File: src/rtl/cpu_pkg.sv
// Shared constants and FSM state encoding for the program-counter stage.
package cpu_pkg;

    localparam int          BIT_WIDTH = 32;
    localparam int          CNT_WIDTH = 32;
    localparam logic [31:0] START_PC  = 32'h40;
    localparam int          PC_INC    = 4;

    typedef enum logic [1:0] {
        S_BOOT = 2'd0,
        S_RUN  = 2'd1,
        S_HALT = 2'd2
    } state_t;

endpackage

File: src/rtl/sat_counter.sv
// Up-counter that sticks at all-ones instead of wrapping.
module sat_counter #(
    parameter int WIDTH = 32
) (
    input  logic             clk,
    input  logic             reset,
    input  logic             inc,
    output logic [WIDTH-1:0] count
);

    always_ff @(posedge clk) begin
        if (reset) begin
            count <= '0;
        end else if (inc && (count != '1)) begin
            count <= count + WIDTH'(1);
        end
    end

endmodule

File: src/rtl/pc_next_unit.sv
// Program-counter stage: boot/run/halt sequencing, next-PC selection and
// saturating debug counters for retired instructions and taken branches.
module pc_next_unit #(
    parameter int                   BIT_WIDTH = cpu_pkg::BIT_WIDTH,
    parameter logic [BIT_WIDTH-1:0] START_PC  = BIT_WIDTH'(cpu_pkg::START_PC),
    parameter int                   CNT_WIDTH = cpu_pkg::CNT_WIDTH
) (
    input  logic                 clk,
    input  logic                 reset,
    input  logic                 imemRdy,
    input  logic                 isBranch,
    input  logic                 isJal,
    input  logic                 halt,
    input  logic                 compTrue,
    input  logic [BIT_WIDTH-1:0] brOffset,
    input  logic [BIT_WIDTH-1:0] jalTarget,
    output logic [BIT_WIDTH-1:0] pc,
    output logic [BIT_WIDTH-1:0] pcPlus4,
    output logic                 instValid,
    output logic                 halted,
    output logic [CNT_WIDTH-1:0] retireCount,
    output logic [CNT_WIDTH-1:0] brTakenCount,
    output cpu_pkg::state_t      state
);

    import cpu_pkg::*;

    state_t               state_q;
    state_t               state_d;
    logic [BIT_WIDTH-1:0] pc_d;
    logic [BIT_WIDTH-1:0] br_target;
    logic [BIT_WIDTH-1:0] jal_pc;
    logic                 commit;
    logic                 br_inc;
    logic                 unused_bits;

    // Word-granular targets: offsets are in words, JAL target's low bits dropped.
    assign pcPlus4   = pc + BIT_WIDTH'(PC_INC);
    assign br_target = pcPlus4 + {brOffset[BIT_WIDTH-3:0], 2'b00};
    assign jal_pc    = {jalTarget[BIT_WIDTH-1:2], 2'b00};

    assign unused_bits = ^{jalTarget[1:0], brOffset[BIT_WIDTH-1:BIT_WIDTH-2]};

    always_comb begin
        state_d   = state_q;
        instValid = 1'b0;
        case (state_q)
            S_BOOT: state_d = S_RUN;
            S_RUN: begin
                instValid = imemRdy;
                if (imemRdy && halt) begin
                    state_d = S_HALT;
                end
            end
            S_HALT: state_d = S_HALT;
            default: state_d = S_BOOT;
        endcase
    end

    // A committing halt leaves pc pointing at the halt instruction.
    assign commit = instValid && !halt;
    assign br_inc = instValid && isBranch && compTrue && !isJal;

    always_comb begin
        pc_d = pc;
        if (commit) begin
            if (isJal) begin
                pc_d = jal_pc;
            end else if (isBranch && compTrue) begin
                pc_d = br_target;
            end else begin
                pc_d = pcPlus4;
            end
        end
    end

    always_ff @(posedge clk) begin
        if (reset) begin
            state_q <= S_BOOT;
            pc      <= START_PC;
        end else begin
            state_q <= state_d;
            pc      <= pc_d;
        end
    end

    assign halted = (state_q == S_HALT);
    assign state  = state_q;

    sat_counter #(.WIDTH(CNT_WIDTH)) u_retire_cnt (
        .clk   (clk),
        .reset (reset),
        .inc   (instValid),
        .count (retireCount)
    );

    sat_counter #(.WIDTH(CNT_WIDTH)) u_br_cnt (
        .clk   (clk),
        .reset (reset),
        .inc   (br_inc),
        .count (brTakenCount)
    );

endmodule

File: config.mk
export PLATFORM = sky130hd
export DESIGN_NAME = pc_next_unit
export DESIGN_NICKNAME = d
export VERILOG_FILES = /design/src/rtl/cpu_pkg.sv /design/src/rtl/sat_counter.sv /design/src/rtl/pc_next_unit.sv
export SDC_FILE = /design/constraint.sdc
export NUM_CORES = 1
export LEC_CHECK = 0
export CELL_PAD_IN_SITES_DETAIL_PLACEMENT = 0
export CELL_PAD_IN_SITES_GLOBAL_PLACEMENT = 1
export CORE_MARGIN = 1
export CORE_UTILIZATION = 34
export CTS_CLUSTER_SIZE = 40
export DETAILED_ROUTE_END_ITERATION = 12
export PLACE_DENSITY_LB_ADDON = 0.2
export SLEW_MARGIN = 10
export SYNTH_ARGS = -nofsm -noshare
export SYNTH_HDL_FRONTEND = slang
export SYNTH_SLANG_ARGS = --single-unit
File: constraint.sdc
create_clock -name clk -period 4.6 [get_ports clk]
set_input_delay 0.92 -clock clk [delete_from_list [all_inputs] [get_ports clk]]
set_output_delay 0.92 -clock clk [all_outputs]
set_load 0.05 [all_outputs]
==> summary.md <==
| Metric | Value |
|---|---|
| Outcome | complete, no violations |
| Fin nets | roughly 1200 |
| Final TNS setup | 0 ns |
| Area of the multi-input gates | 4650 um^2 |
| Crit-path max FO | 5 |
| Slowest cell on the critical path | clkdlybuf4s50_1 |
| Sequential area share after synthesis | 0.287 |
| Worst Setup Start Kind | flop |
| Synth cell count leaders | nor2_1 (111), dfxtp_1 (96), nand2_1 (92) |
| Setup repair bufs after CTS | 0 |
| CTS Buf Count | 9 |
| CTS Hold Bufs | 0 |
| Post-Syn Area | 6690 um^2 |
| CP Data Arrival Time | 3.41 ns |
| Share of cells above drive strength 1 | 0.0546 |
| Total grt overflow | 0 |
| Syn avg cell area | 7.87 um^2 |
| Yosys Warn Count | 0 |
| Slew margin rel. | 0.517 |
| Top-area cell type share of the netlist area | 0.287 |
| Period minus WS final | 4.33 ns |
| First-pass GRT wire length | roughly 34000 um |
| DR vias | 6702 |
| Setup WS pre-CTS | between 0.3 and 0.4 ns |
| Clk pin slew, worst setup/hold paths | 0.07 ns |
| Placer Congestion | 0.856 |
| Area leader, netlist | dfxtp_1 |
| Largest family of logic cells by synthesized area | simple AND/OR/NAND/NOR gates |
| Clk Latency, worst-skew pair | 0.35 ns |
| Setup ws final | 0.270 ns |
| Synth Flop Type | dfxtp_1 |
| Hpwl dp | 16300 um |
| Fin. Hold Viols | 0 |
| Routed WL per cell | 16.3 um |
| Worst Hold Class | reg -> reg |
| Async SR Flop Fraction | 0 |
| WL final | about 21000 um |
| Worst Skew | 0.00921 ns |
| Core region area | 19000 um^2 |
| Pwr dens | 286 nW/um^2 |
| Netlist cell types | 71 |
| Post-Synth Simple-Gate Area | 0.261 |
| Ranking of synthesized cells by area | dfxtp_1 (29%), xor2_1 (7.7%), ha_1 (7.7%) |
| IO buf count | 194 |
| Initial DRC Count | 310 |
| Finish-stage setup viols | 0 |
| Fmax | 231 MHz |
| Area share of xor/xnor cells in the synthesized design | 0.136 |
| Critical path type | reg -> out |
| Die W | 142 um |
| PostCTS Resize Cnt | 0 |
| Post-DR vias/cell | 5.13 |
| Vias in the first global route | 6281 |
| Lkg Pwr | 3.49 nW |
| Site Rows | 50 |
| CTS tree | yes |
| H-tree depth | 3 |
| CTS root buffer | clkbuf_16 |
| CTS Buffer Depth | 2 |
| Starting density of the core | 0.352 |
| Drt first pass iters | 6 |
| Die ar. | 20200 um^2 |
| Mapped Cells | 850 |
| Remaining DRCs | 0 |
| Largest stage delay on the critical path | 0.84 ns |
| Synth Register Bits | 96 |
| Sink Count | 96 |
| Most common cell in the netlist | nor2_1 |
| Pin count of the biggest net entering global routing | around 70 |
| Ports | 203 |
| Adder-cell share of the synthesized area | 0.0797 |
| Crit-path cells | ha_1, nand3_1, nor2_1, nand4_1, nor3_2, and3_1, xor2_2, clkdlybuf4s50_1 |
| Total Routing Usage GR | 0.211 |
| Slew @ Worst Pin | 0.724 ns |
| # fillers | 1938 |
| Complex-gate fraction of the synthesized area | 0.190 |
| Max IR drop VDD | 0.000233 V |
| DIE HEIGHT | 142 um |
| Max-cap viol count | 0 |
| CP endpoint kind | output port |
| Antenna Violating Nets Remaining | 0 |
| Area grow syn2layout | 40.2% |
| Slew Limit Fails | 0 |
| Mux cell area share after synthesis | 0.0137 |
| EDFF count, synth | 0 |
| Final worst-path cycle share | 0.941 |
| Register Area | just under 2000 um^2 |
| Worst path required time | 3.68 ns |
| Unrepaired setup endpoints after global routing | no |
| Initial antenna violation count | 3 |
## final cells by class
type,count,share of cell area
multi-input cells,707,0.496
clock inverters,6,0.0147
inverters,18,0.00721
diodes,2,0.000534
clock buffers,9,0.0240
repair buffers,208,0.218
flip-flops and latches,96,0.205
well taps,260,0.0347
## worst max-delay path, delay by kind of cell (launching register included)
| family | cells | cell delay, ns |
|---|---|---|
| adder cells (fa/ha/maj) | 1 | 0.21 |
| XOR/XNOR | 1 | 0.22 |
| buffers and inverters | 1 | 0.84 |
| flip-flops | 1 | 0.40 |
| AND/OR/NAND/NOR | 5 | 1.39 |
## per-stage QoR
step / hold WS, ns / area, um^2 / total power, mW / cells / utilization
global placement: 0.486 / 9010 / 1.78 / 1289 / 0.474
global route: 0.524 / 9380 / 2.81 / 1306 / 0.493
finish: 0.510 / 9380 / 2.68 / 1306 / 0.493
CTS: 0.510 / 9370 / 2.71 / 1304 / 0.493
detailed placement: 0.491 / 9010 / 1.77 / 1289 / 0.474
floorplan: 0.644 / 6780 / 1.49 / 853 / -
## metal layers
| metal | part of all wire | up-vias | GRT usage | wire [um] |
|---|---|---|---|---|
| met5 | 0 | - | 0 | 0 |
| met4 | 0.023 | 0 | 0.0724 | 489 |
| met3 | 0.058 | 29 | 0.0427 | 1240 |
| met2 | 0.43 | 164 | 0.319 | 9120 |
| met1 | 0.49 | 3088 | 0.296 | 10400 |
| li1 | - | 3421 | - | - |
## cells by family after synthesis
kind of cell,after synthesis
fa+ha+maj,42
simple gates,361
buf+inv,50
other cells,1
flops,96
compound gates,189
mux,9
xor+xnor,102
## registers in the layout, summed over array words and instances (netlist names)
name and count:
pc 30, u_br_cnt.count 32, state 2, u_retire_cnt.count 32
## placed cells by master, fill, tap and decap left out, types with 3 or more instances in the layout
cell type / Yosys / layout
bufinv_16: 0 / 4
nand4_1: 22 / 22
conb_1: 1 / 4
xnor2_2: 0 / 6
a31oi_1: 6 / 6
nor2_1: 111 / 111
xnor2_1: 42 / 36
o211ai_1: 11 / 11
o21a_1: 10 / 10
dfxtp_1: 96 / 95
and2_1: 4 / 4
and3_1: 22 / 22
o21ai_0: 24 / 24
o21ai_1: 15 / 15
nor3_1: 12 / 11
o21bai_1: 5 / 5
nand2_1: 92 / 92
a211o_1: 3 / 3
or3_1: 16 / 16
clkbuf_16: 0 / 9
ha_1: 41 / 41
mux2i_1: 8 / 8
clkdlybuf4s50_1: 0 / 193
a311o_1: 3 / 3
xor2_2: 0 / 4
nor4_1: 6 / 6
nor3b_1: 3 / 3
inv_1: 18 / 18
xor2_1: 59 / 55
a21oi_1: 54 / 54
and4_1: 13 / 13
a211oi_1: 7 / 7
nand3_1: 41 / 41
buf_4: 5 / 14
a21o_1: 16 / 16
nand2b_1: 7 / 7
## where the power goes
part           switching, mW  internal [mW]  leakage, nW  total, mW
Clock                  0.335          0.588        0.177      0.923
Sequential            0.0472          0.863        0.775      0.910
Combinational          0.527          0.324         2.54      0.851
Total                  0.909           1.77         3.49       2.68
## path summary, 6_finish.rpt
kind / depth (start not counted) / from / end / slack [ns]
hold / removal: 2 / u_retire_cnt.count[6] / u_retire_cnt.count[6] / 0.51
setup reg to reg: 15 / pc[3] / pc[31] / 0.41
setup / recovery: 8 / pc[3] / pcPlus4[28] / 0.27
hold reg to reg: 2 / u_retire_cnt.count[6] / u_retire_cnt.count[6] / 0.51
Power figures use the tool's default switching activity.
